$ cat config.mk
export PLATFORM = sky130hd
export DESIGN_NAME = controle_entrada
export DESIGN_NICKNAME = d
export VERILOG_FILES = /design/src/rtl/controle_entrada_pkg.sv /design/src/rtl/controle_entrada_debounce_botao.sv /design/src/rtl/controle_entrada.sv
export SDC_FILE = /design/constraint.sdc
export NUM_CORES = 1
export LEC_CHECK = 0
export BUFFER_PORTS_ARGS = -buffer_cell sky130_fd_sc_hd__clkbuf_2
export CAP_MARGIN = 20
export CORE_MARGIN = 2
export CORE_UTILIZATION = 31
export CTS_CLUSTER_DIAMETER = 200
export DETAILED_ROUTE_END_ITERATION = 7
export PLACE_DENSITY = 0.63
export SYNTH_ARGS = -nofsm -noshare
export SYNTH_HDL_FRONTEND = slang
export SYNTH_SLANG_ARGS = --single-unit
export TNS_END_PERCENT = 1
$ cat constraint.sdc
create_clock -name clock -period 1.56 [get_ports clock]
set_input_delay 0.078 -clock clock [delete_from_list [all_inputs] [get_ports clock]]
set_output_delay 0.078 -clock clock [all_outputs]
set_load 0.03 [all_outputs]
$ cat src/rtl/controle_entrada_pkg.sv
// Shared processor constants for the input controller.
//   DEBOUNCE_CICLOS_PADRAO : default debounce window (1 ms at 50 MHz)
//   estado_t               : 2-bit encoding of the IN-instruction handshake FSM
package controle_entrada_pkg;

  localparam int unsigned DEBOUNCE_CICLOS_PADRAO = 50000;

  typedef enum logic [1:0] {
    OCIOSO        = 2'd0,
    ESPERA_PRESS  = 2'd1,
    CAPTURA       = 2'd2,
    ESPERA_SOLTAR = 2'd3
  } estado_t;

endpackage

$ cat src/rtl/controle_entrada_debounce_botao.sv
// Button conditioner: 2-flop synchronizer followed by a counting debouncer.
// The stable level only flips after the synchronized level has disagreed
// with it for DEBOUNCE_CICLOS consecutive cycles.
//   clock         : system clock
//   reset         : asynchronous, active-low
//   botao_bruto   : raw, bouncing pushbutton (asynchronous)
//   botao_estavel : debounced level
module debounce_botao
  import controle_entrada_pkg::*;
#(
  parameter int unsigned DEBOUNCE_CICLOS = DEBOUNCE_CICLOS_PADRAO
) (
  input  logic clock,
  input  logic reset,
  input  logic botao_bruto,
  output logic botao_estavel
);

  localparam int unsigned LARG_CONT = (DEBOUNCE_CICLOS > 1) ? $clog2(DEBOUNCE_CICLOS) : 1;
  localparam logic [LARG_CONT-1:0] LIMITE = LARG_CONT'(DEBOUNCE_CICLOS - 1);

  logic                 sinc1_q, sinc2_q;
  logic                 estavel_q, estavel_d;
  logic [LARG_CONT-1:0] cont_q, cont_d;

  always_ff @(posedge clock or negedge reset) begin
    if (!reset) begin
      sinc1_q   <= 1'b0;
      sinc2_q   <= 1'b0;
      estavel_q <= 1'b0;
      cont_q    <= '0;
    end else begin
      sinc1_q   <= botao_bruto;
      sinc2_q   <= sinc1_q;
      estavel_q <= estavel_d;
      cont_q    <= cont_d;
    end
  end

  // Counter runs only while the synchronized level disagrees; any agreement
  // (or the flip itself) restarts it from zero.
  always_comb begin
    estavel_d = estavel_q;
    cont_d    = '0;
    if (sinc2_q != estavel_q) begin
      if (cont_q == LIMITE) begin
        estavel_d = sinc2_q;
      end else begin
        cont_d = cont_q + 1'b1;
      end
    end
  end

  assign botao_estavel = estavel_q;

endmodule

$ cat src/rtl/controle_entrada.sv
// Input controller for the IN instruction: stalls the PC until the user
// presses the confirm button, then captures the switches into a 32-bit word
// for write-back.
//   clock, reset    : system clock, asynchronous active-low reset
//   pedido_entrada  : executing instruction is an IN
//   chaves          : board switches (quasi-static)
//   botao_confirma  : raw confirm pushbutton
//   dado_entrada    : captured word, switches zero-extended
//   entrada_pronta  : one-cycle pulse while dado_entrada is written back
//   parar_pc        : hold PC / block register write
//   aguardando      : waiting for the user (LED)
module controle_entrada
  import controle_entrada_pkg::*;
#(
  parameter int unsigned DEBOUNCE_CICLOS = DEBOUNCE_CICLOS_PADRAO,
  parameter int unsigned LARGURA_CHAVES  = 16
) (
  input  logic                      clock,
  input  logic                      reset,
  input  logic                      pedido_entrada,
  input  logic [LARGURA_CHAVES-1:0] chaves,
  input  logic                      botao_confirma,
  output logic [31:0]               dado_entrada,
  output logic                      entrada_pronta,
  output logic                      parar_pc,
  output logic                      aguardando
);

  estado_t     estado_q, estado_d;
  logic [31:0] dado_q, dado_d;
  logic        botao_estavel;

  debounce_botao #(
    .DEBOUNCE_CICLOS(DEBOUNCE_CICLOS)
  ) u_debounce (
    .clock        (clock),
    .reset        (reset),
    .botao_bruto  (botao_confirma),
    .botao_estavel(botao_estavel)
  );

  always_ff @(posedge clock or negedge reset) begin
    if (!reset) begin
      estado_q <= OCIOSO;
      dado_q   <= '0;
    end else begin
      estado_q <= estado_d;
      dado_q   <= dado_d;
    end
  end

  // ESPERA_PRESS is only entered with the debounced level low, so seeing it
  // high there is necessarily a fresh 0->1 edge; a held button from an
  // earlier IN or from idle keeps the FSM parked in OCIOSO.
  always_comb begin
    estado_d = estado_q;
    dado_d   = dado_q;
    unique case (estado_q)
      OCIOSO: begin
        if (pedido_entrada && !botao_estavel) estado_d = ESPERA_PRESS;
      end
      ESPERA_PRESS: begin
        if (!pedido_entrada) begin
          estado_d = OCIOSO;
        end else if (botao_estavel) begin
          estado_d = CAPTURA;
          dado_d   = 32'(chaves);
        end
      end
      CAPTURA: begin
        estado_d = ESPERA_SOLTAR;
      end
      ESPERA_SOLTAR: begin
        if (!botao_estavel) estado_d = OCIOSO;
      end
      default: begin
        estado_d = OCIOSO;
      end
    endcase
  end

  assign dado_entrada   = dado_q;
  assign entrada_pronta = (estado_q == CAPTURA);
  assign aguardando     = (estado_q == ESPERA_PRESS);
  assign parar_pc       = pedido_entrada && (estado_q != CAPTURA);

endmodule

* Word-level counts from Yosys, hierarchy flattened
Index checks and enable logic that the tools add are counted.
Cells by class: eq/ne operators 9, $add $sub $neg 1, multiplexer cells 7, reductions and logical operators 7
Operators by type and width (count):
- 16-bit 2-to-1 mux | 2
- 16-bit by 1-bit adder with 16-bit output (second input constant) | 1
- 16-bit == test (second input constant) | 1
- 2-bit 2-to-1 mux | 4
- 2-bit one-hot mux with 4 select lines | 1
- 2-bit != test (second input constant) | 3
- 3-bit AND reduction | 2
- 2-bit == test (second input constant) | 2
- 3-bit by 2-bit != test with 1-bit output (second input constant) | 1
- 2-bit by 1-bit == test with 1-bit output (second input constant) | 1
- 1-bit logical AND | 2
- 2-bit logical NOT | 1
- 2-bit AND reduction | 1
- 1-bit logical NOT | 1
- 1-bit != test | 1
Word-level totals: output and inout bits 35, register bits after elaboration 37, bits of input ports 20, logic and storage cells 30

* Longest topological paths before layout
Gate-level depths: netlist of run 1.
depth in word-level cells 4, mapped depth 6, depth with buffers taken out 5

* By module
From an unflattened synthesis of run 1, not the netlist that was laid out.
Unflattened totals: cells, all modules 145, area, all modules 1820.5 sq um
Modules (own cells, without submodules):
- debounce_botao | instances 1, area each 937.1 sq um, cells each 83, seq. area each 475.5 sq um
- controle_entrada | instances 1, area each 883.3 sq um, cells each 62, seq. area each 450.4 sq um

* Worst setup path after synthesis of run 1
OpenSTA, ideal clock, no wires.
path type reg-to-reg, start point register u_debounce.cont_q[0], end point register u_debounce.estavel_q, in the netlist u_debounce.botao_estavel, setup time 128 ps, setup slack 173 ps, cell stages (with the launch flop) 5, arrival 1259 ps, path buffers 0, clock period less this slack 1387 ps, required time 1432 ps, cells stage by stage dfrtp_1 ha_1 and3_1 nand4_2 mux2_1
Between the ends: longest elaborated chain between the ends 2
RTL lines:
- start: declaration | RTL line controle_entrada_debounce_botao.sv:24 | logic [LARG_CONT-1:0] cont_q, cont_d;
- start signal: assignment | RTL line controle_entrada_debounce_botao.sv:36 | cont_q <= cont_d;
- 16-bit == test | RTL line controle_entrada_debounce_botao.sv:46 | if (cont_q == LIMITE) begin
- 2-bit AND reduction (no line)
- end signal: assignment | RTL line controle_entrada_debounce_botao.sv:35 | estavel_q <= estavel_d;
- end: declaration | RTL line controle_entrada_debounce_botao.sv:23 | logic estavel_q, estavel_d;
No other way between the ends. A chain may end at the register's enable or synchronous reset.

* Worst setup path in the final report of run 1
start point register u_debounce.cont_q[11], end point register u_debounce.estavel_q, in the netlist u_debounce.botao_estavel
The elaborated chain is that of the path after synthesis.

==> results of run 1 <==
==> how the worst max path moves through the flow <==
stage,from,to,cells past startpoint
after floorplan,u_debounce.cont_q[0],u_debounce.botao_estavel,4
after global placement,u_debounce.cont_q[0],u_debounce.cont_q[11],5
after detailed placement,u_debounce.cont_q[0],u_debounce.cont_q[9],5
after CTS,u_debounce.cont_q[0],u_debounce.cont_q[2],5
after global routing,u_debounce.cont_q[13],u_debounce.botao_estavel,3
final,u_debounce.cont_q[11],u_debounce.botao_estavel,3
==> layer usage <==
metal,part of all wire (%),global-route usage (%)
met1,43,12.7
met2,49,18.2
met3,6.0,2.94
met4,1.7,4.07
met5,0,0
==> cell type report <==
cell class                 instances  area, um^2
clock buffer                       5        68.8
clock inverter                     3        46.3
fill                             528        3330
inverter                           4        15.0
multi-input combinational        102         782
sequential                        37         926
tap                               72        90.1
timing repair buffer              49         285
==> Yosys cell counts (2+ instances only) <==
master / n / area [um^2]
nor3_1: 4 / 20.0
and4bb_2: 2 / 25.0
dfrtp_1: 37 / 926
nor2_1: 17 / 63.8
inv_1: 4 / 15.0
mux2_1: 3 / 33.8
xnor2_1: 10 / 87.6
xor2_1: 5 / 43.8
buf_2: 2 / 10.0
nor4_2: 3 / 37.5
nand3_1: 5 / 25.0
nand4_1: 2 / 12.5
buf_4: 16 / 120
mux2_2: 14 / 158
a21oi_1: 3 / 15.0
and3_1: 2 / 12.5
nand2_1: 3 / 11.3
nor2_2: 2 / 12.5
nand4_2: 3 / 37.5
nor2b_1: 2 / 12.5
==> metrics by stage <==
stage / hold slack (ns) / worst slack [ns] / total power (W) / instance area [um^2]
final: 0.00832 / 0.0795 / 0.00204 / 2210
after global routing: 0.00283 / 0.00692 / 0.00213 / 2210
after CTS: 0.000644 / 0.0257 / 0.00207 / 2190
after detailed placement: 0.149 / 0.0512 / 0.00121 / 2020
after global placement: 0.150 / 0.0930 / 0.00121 / 2020
after floorplan: -0.218 / 0.173 / 0.00118 / 1840
==> power groups by stage <==
stage | logic (W) | clock network [W] | registers [W]
after floorplan | 0.000160 | 0 | 0.00102
after CTS | 0.000201 | 0.000864 | 0.00100
after detailed placement | 0.000191 | 0 | 0.00102
after global routing | 0.000219 | 0.000906 | 0.00101
final | 0.000199 | 0.000841 | 0.00100
after global placement | 0.000190 | 0 | 0.00102
==> sequential cells by signal, summed over array words and instances, names as in the netlist, named ones only <==
signal and count:
u_debounce.sinc2_q 1, dado_entrada 16, u_debounce.sinc1_q 1, u_debounce.botao_estavel 1, estado_q 1, u_debounce.cont_q 16
==> kinds of logic after synthesis <==
| kind of cell | after synthesis | synth area share [%] |
|---|---|---|
| simple gates | 50 | 19.4 |
| mux | 17 | 10.7 |
| compound gates | 3 | 0.842 |
| buf+inv | 23 | 8.78 |
| flops | 37 | 52.0 |
| fa+ha+maj | 1 | 0.702 |
| xor+xnor | 15 | 7.37 |
| other cells | 1 | 0.210 |
==> what timing repair did <==
item	CTS	global route
setup endpoints to repair	0	16
hold buffers	5	0
gates resized for setup	0	5
endpoints found under the hold margin	41	0
==> out/metrics.yaml, run 1 <==
cellPowerDensity_mw_per_mm2: 923
startpoint_type: "flop"
final_cells: 272
cts.path.max_buffers: 2
cp_top_family: "simple AND/OR/NAND/NOR gates"
worst_path_largest_cell_delay_ns: 0.44
cts.sinks: 37
p_switching_w: 0.000526
grt_use_total_pct: 10.7
cts_tree: "built"
ys.flop_type: "dfrtp_1"
switching_share_pct: 25.7
drc: 0
cts_inserted_buffers: 5
synth_edf_count: 0
holdPathStages: 2
rsz0062_at_grt: "no"
nets: 220
clk_pin_slew_ns: 0.08
drive_above_1_share_pct: 41.0
hold_path.class: "in2reg"
reg2reg_from: "u_debounce.cont_q[11]"
critPathKind: "reg2reg"
p_leak_nw: 1.15
placed_cells: 259
grt_pass1_wl_um: 5250
synth_area_per_cell_um2: 12.1
final_cell_mix: "38 x clkbuf_2, 37 x dfrtp_1, 17 x nor2_1"
final.min_clock_period_ns: 1.48
die_area_mm2: 0.00637
utilization_pct: 40.0
hold_viol: 0
post-cts-setup-buffers: 0
p_comb_share_pct: 9.8
syn_inst: 147
min_delay_worst_endpoint: "dado_entrada[4]"
vias_per_cell: 4.24
cpMaxStageDelayCell: "nor4b_2"
grt-ovfl-total: 0
fmax_mhz: 675
cp-end-kind: "flop"
seqPwrFrac_pct: 49.1
die_h_um: 79.8
core_region_area_mm2: 0.00554
antenna_found_initial: 0
placement.io_buffers: 38
globalplace.congestion: 0.808
h-tree-depth: 2
clkPwrFrac_pct: 41.1
pin_count: 55
synth_warnings: 0
diodes: 0
r2r_end: "u_debounce.botao_estavel"
final_common_cell: "clkbuf_2"
drtIter0Drc: 22
post-route-period-util_pct: 94.9
cp.required_ns: 1.74
grt_max_degree: 38
grt_pass1_vias: 1171
wl_per_cell_um: 11.2
dr.pass1.iters: 4
crit_fanout: 3
drt_wl_total_um: 3050
root_buffer: "clkbuf_8"
initial_utilization_pct: 32.2
cp_num_buf_inv: 0
arrival_ns: 1.66
clock_latency_ns: 0.30
cap_violations: 0
internal_power_w: 0.00152
detail-route-antenna-nets: 0
via_count: 1152
status: "finished clean"
rows: 27
async_reset_ff_share_pct: 100
r2r_setup_slack_ns: 0.08
peakVddDrop_mv: 0.688
syn_area_mm2: 0.00178
ys_seq_area_share_pct: 52.0
place_hpwl_um: 2150
synth_cell_types: 28
reg2regPathDepth: 3
finClkSkew_ns: 0.00963
path_cells: "nor4b_2 > nand4_4 > mux2_1"
setup_violations: 0
tns_ns: 0
hp-start: "chaves[4]"
die_w_um: 79.8
ys_ff_latch: 37
finalMaxSlewViolations: 0
area_growth_pct: 24.2
No activity file was read; power rests on OpenSTA's default activity.
==> run 2, diff against run 1 <==
Settings changed: BUFFER_PORTS_ARGS -buffer_cell sky130_fd_sc_hd__clkbuf_2 to not set, DONT_BUFFER_PORTS set to 1, PLACE_DENSITY 0.63 to not set, PLACE_DENSITY_LB_ADDON set to 0.1, TNS_END_PERCENT 1 to 10.
==> run 2 against run 1 <==
Power fell by 8.5%. Largest cell class unchanged. Combinational power rose by 6%. Worst setup slack improved by 0.0080 ns. Hold slack improved by 0.20 ns.
==> out/metrics.yaml, run 2 (synthesis results as in run 1) <==
status: "finished clean"
drc: 0
h-tree-depth: 2
grt_pass1_wl_um: 5230
cts.sinks: 37
initial_utilization_pct: 32.2
finalMaxSlewViolations: 0
r2r_setup_slack_ns: 0.09
place_hpwl_um: 2180
grt_pass1_vias: 1162
r2r_end: "u_debounce.botao_estavel"
placement.io_buffers: 0
clk_pin_slew_ns: 0.07
utilization_pct: 39.0
vias_per_cell: 4.50
drt_wl_total_um: 3120
dp_slack_ns: 0.0273
fill_cells: 539
nets: 198
root_buffer: "clkbuf_8"
core_region_area_mm2: 0.00554
fmax_mhz: 679
grt-ovfl-total: 0
final_cell_mix: "37 x dfrtp_1, 19 x dlygate4sd3_1, 17 x nor2_1"
drtIter0Drc: 54
dr.pass1.iters: 4
hold_viol: 0
fin_hold_ws_ns: 0.212
globalplace.congestion: 0.698
grt_use_total_pct: 10.7
via_count: 1126
hold_path.class: "in2reg"
placed_area_mm2: 0.00184
detail-route-antenna-nets: 0
die_area_mm2: 0.00637
finClkSkew_ns: 0.00479
grt_max_degree: 38
peakVddDrop_mv: 0.449
post-route-period-util_pct: 94.4
cap_violations: 0
slew-limit-headroom_pct: 63.0
rows: 27
drive_above_1_share_pct: 24.7
antenna_found_initial: 0
cp-end-kind: "flop"
die_w_um: 79.8
reg2regPathDepth: 4
holdPathStages: 2
die_h_um: 79.8
setup_violations: 0
fin_ws_ns: 0.0875
crit_start: "u_debounce.cont_q[1]"
critPathKind: "reg2reg"
crit_fanout: 4
area_growth_pct: 21.3
p_leak_nw: 1.04
tightest_slew_ns: 0.552
startpoint_type: "flop"
cp.required_ns: 1.73
reg2reg_from: "u_debounce.cont_q[1]"
stdcell_area_mm2: 0.00216
cts.path.max_buffers: 2
cellPowerDensity_mw_per_mm2: 865
clock_latency_ns: 0.28
min_delay_worst_endpoint: "dado_entrada[12]"
final.min_clock_period_ns: 1.47
arrival_ns: 1.64
post-cts-setup-buffers: 0
pin_count: 55
wl_per_cell_um: 12.5
final_common_cell: "dfrtp_1"
diodes: 0
cts_tree: "built"
hp-start: "pedido_entrada"
cts_inserted_buffers: 5
-- run 2: cell type report --
cell class              instances  area [um^2]  area share [%]
multi-input cells             102          781            36.1
well taps                      72         90.1            4.17
repair buffers                 27          263            12.2
inverters                       4         15.0           0.694
flip-flops and latches         37          926            42.8
clock inverters                 2         15.0           0.694
clock buffers                   6         72.6            3.36
-- run 2: repair_timing --
item / 4_1_cts / 5_1_grt
endpoints found under the hold margin: 56 / 0
setup endpoints to repair: 0 / 15
hold buffers: 20 / 0
resized for setup: 0 / 4
-- run 2: critical path, cell delays in order (launching register included) --
cell and delay (ns):
dfrtp_1 0.40, ha_2 0.22, and3_1 0.27, nand4_4 0.14
mux2_1 0.33
-- run 2: through the flow --
| stage | setup TNS, ns | cells | power [W] |
|---|---|---|---|
| floorplan | 0 | 162 | 0.00118 |
| global placement | 0 | 222 | 0.00117 |
| detailed placement | 0 | 222 | 0.00117 |
| CTS | 0 | 250 | 0.00190 |
| global route | -0.00510 | 250 | 0.00196 |
| finish | 0 | 250 | 0.00187 |
-- run 2: metal layers --
layer  part of all wire [%]  vias up  track usage, %
li1                       -      524               -
met1                     43      546            13.1
met2                     47       51            17.1
met3                    8.8        5            4.41
met4                   0.93        0            3.56
met5                      0        -               0
-- run 2: power by group --
group          switching (W)  internal (W)
Sequential         0.0000255      0.000979
Clock               0.000341      0.000315
Combinational       0.000137     0.0000728
-- run 2: worst max path at each step --
stage,end,slack (ns),cells after the start
final,u_debounce.botao_estavel,0.09,4
after detailed placement,u_debounce.cont_q[13],0.03,5
after global routing,u_debounce.botao_estavel,-0.005,4
after floorplan,u_debounce.botao_estavel,0.17,4
after global placement,u_debounce.cont_q[5],0.05,5
after CTS,u_debounce.cont_q[8],0.02,5
==> run 3, diff against run 2 <==
Settings changed: RECOVER_POWER set to 50.
==> run 3 against run 2 <==
Maximum frequency is essentially flat. Sequential share of layout area grew 0.30 points. Global-route usage is the same. Routed wire length is essentially flat. Critical path type unchanged. Largest power group unchanged.
==> out/metrics.yaml, run 3 (synthesis results as in run 1) <==
finClkSkew_ns: 0.00472
die_w_um: 79.8
grtUsageMet3_pct: 4.41
pin_count: 55
placement.io_buffers: 0
die_area_mm2: 0.00637
nets: 198
cts.path.max_buffers: 2
cellPowerDensity_mw_per_mm2: 868
grt_max_degree: 38
setup_violations: 0
die_h_um: 79.8
final.min_clock_period_ns: 1.47
startpoint_type: "flop"
tns_ns: 0
fmax_mhz: 679
final_common_cell: "dfrtp_1"
h-tree-depth: 2
cap_violations: 0
clock_latency_ns: 0.28
vias_per_cell: 4.50
dr.pass1.iters: 4
core_region_area_mm2: 0.00554
drive_above_1_share_pct: 24.7
status: "finished clean"
root_buffer: "clkbuf_8"
p_leak_nw: 1.04
grt_use_total_pct: 10.7
crit_fanout: 4
post-route-period-util_pct: 94.4
hold_viol: 0
drtIter0Drc: 54
cts_inserted_buffers: 5
detail-route-antenna-nets: 0
drc: 0
slew-limit-headroom_pct: 41.0
fin_ws_ns: 0.0874
peakVddDrop_mv: 0.449
initial_utilization_pct: 32.2
cts_tree: "built"
tightest_slew_ns: 0.885
antenna_found_initial: 0
grt.met1_usage_pct: 13.1
cts.sinks: 37
critPathKind: "reg2reg"
via_count: 1126
grt_pass1_wl_um: 5230
diodes: 0
final_cell_mix: "37 x dfrtp_1, 19 x dlygate4sd3_1, 17 x nor2_1"
globalplace.congestion: 0.698
rows: 27
clk_pin_slew_ns: 0.07
area_growth_pct: 20.5
wl_per_cell_um: 12.5
top_usage_layer: "met2"
finalMaxSlewViolations: 0
grt-ovfl-total: 0
cp.required_ns: 1.73
cp-end-kind: "flop"
grt_pass1_vias: 1162
grt_util_met2_pct: 17.1
drt_wl_total_um: 3110
hold_path.class: "in2reg"
fill_cells: 541
place_hpwl_um: 2180
arrival_ns: 1.64
dp_slack_ns: 0.0273
## run 3: final timing paths
path                                       endpoint  depth (start not counted)            startpoint  slack, ns
setup / recovery           u_debounce.botao_estavel                          4  u_debounce.cont_q[1]       0.09
hold / removal                     dado_entrada[12]                          2        pedido_entrada       0.21
setup reg to reg           u_debounce.botao_estavel                          4  u_debounce.cont_q[1]       0.09
hold reg to reg                  u_debounce.sinc2_q                          0    u_debounce.sinc1_q       0.36
max in group asynchronous           dado_entrada[3]                          2                 reset       0.56
min in group asynchronous      u_debounce.cont_q[6]                          2                 reset       0.45
## run 3: metrics by stage
step / cell area (um^2) / utilization (%) / hold WS, ns / std cells / power, W
floorplan: 1840 / - / -0.218 / 162 / 0.00118
global placement: 1840 / 33.2 / -0.216 / 222 / 0.00117
detailed placement: 1840 / 33.2 / -0.216 / 222 / 0.00117
CTS: 2140 / 38.6 / 0.212 / 250 / 0.00190
global route: 2150 / 38.8 / 0.238 / 250 / 0.00196
finish: 2150 / 38.8 / 0.212 / 250 / 0.00186
## run 3: power breakdown
group | internal [W] | leakage (nW) | switching (W)
logic | 0.0000684 | 0.492 | 0.000136
registers | 0.000979 | 0.507 | 0.0000255
clock network | 0.000315 | 0.0374 | 0.000341
total | 0.00136 | 1.04 | 0.000502
## run 3: metal layers
metal | up-vias | routed length, um | share of wire [%]
li1 | 524 | - | -
met4 | 0 | 29 | 0.93
met2 | 51 | 1470 | 47
met1 | 546 | 1340 | 43
met5 | - | 0 | 0
met3 | 5 | 274 | 8.8
## run 3: worst max-delay path: stages, from the launching register on
cell and delay (ns):
dfrtp_1 0.40, ha_2 0.22, and3_1 0.27, nand4_4 0.14, mux2_1 0.33
## run 3: cell type report
class | instances | area (um^2) | share of cell area [%]
multi-input combinational | 102 | 781 | 36.4
inverter | 4 | 15.0 | 0.699
tap | 72 | 90.1 | 4.20
clock inverter | 2 | 15.0 | 0.699
clock buffer | 6 | 72.6 | 3.38
timing repair buffer | 27 | 248 | 11.5
sequential | 37 | 926 | 43.1
## run 3: repair_timing
action | in CTS | in global routing
setup buffers | 0 | 0
gates resized for setup | 0 | 4
endpoints found under the setup margin | 0 | 15
hold endpoints to repair | 56 | 0
hold buffers | 20 | 0
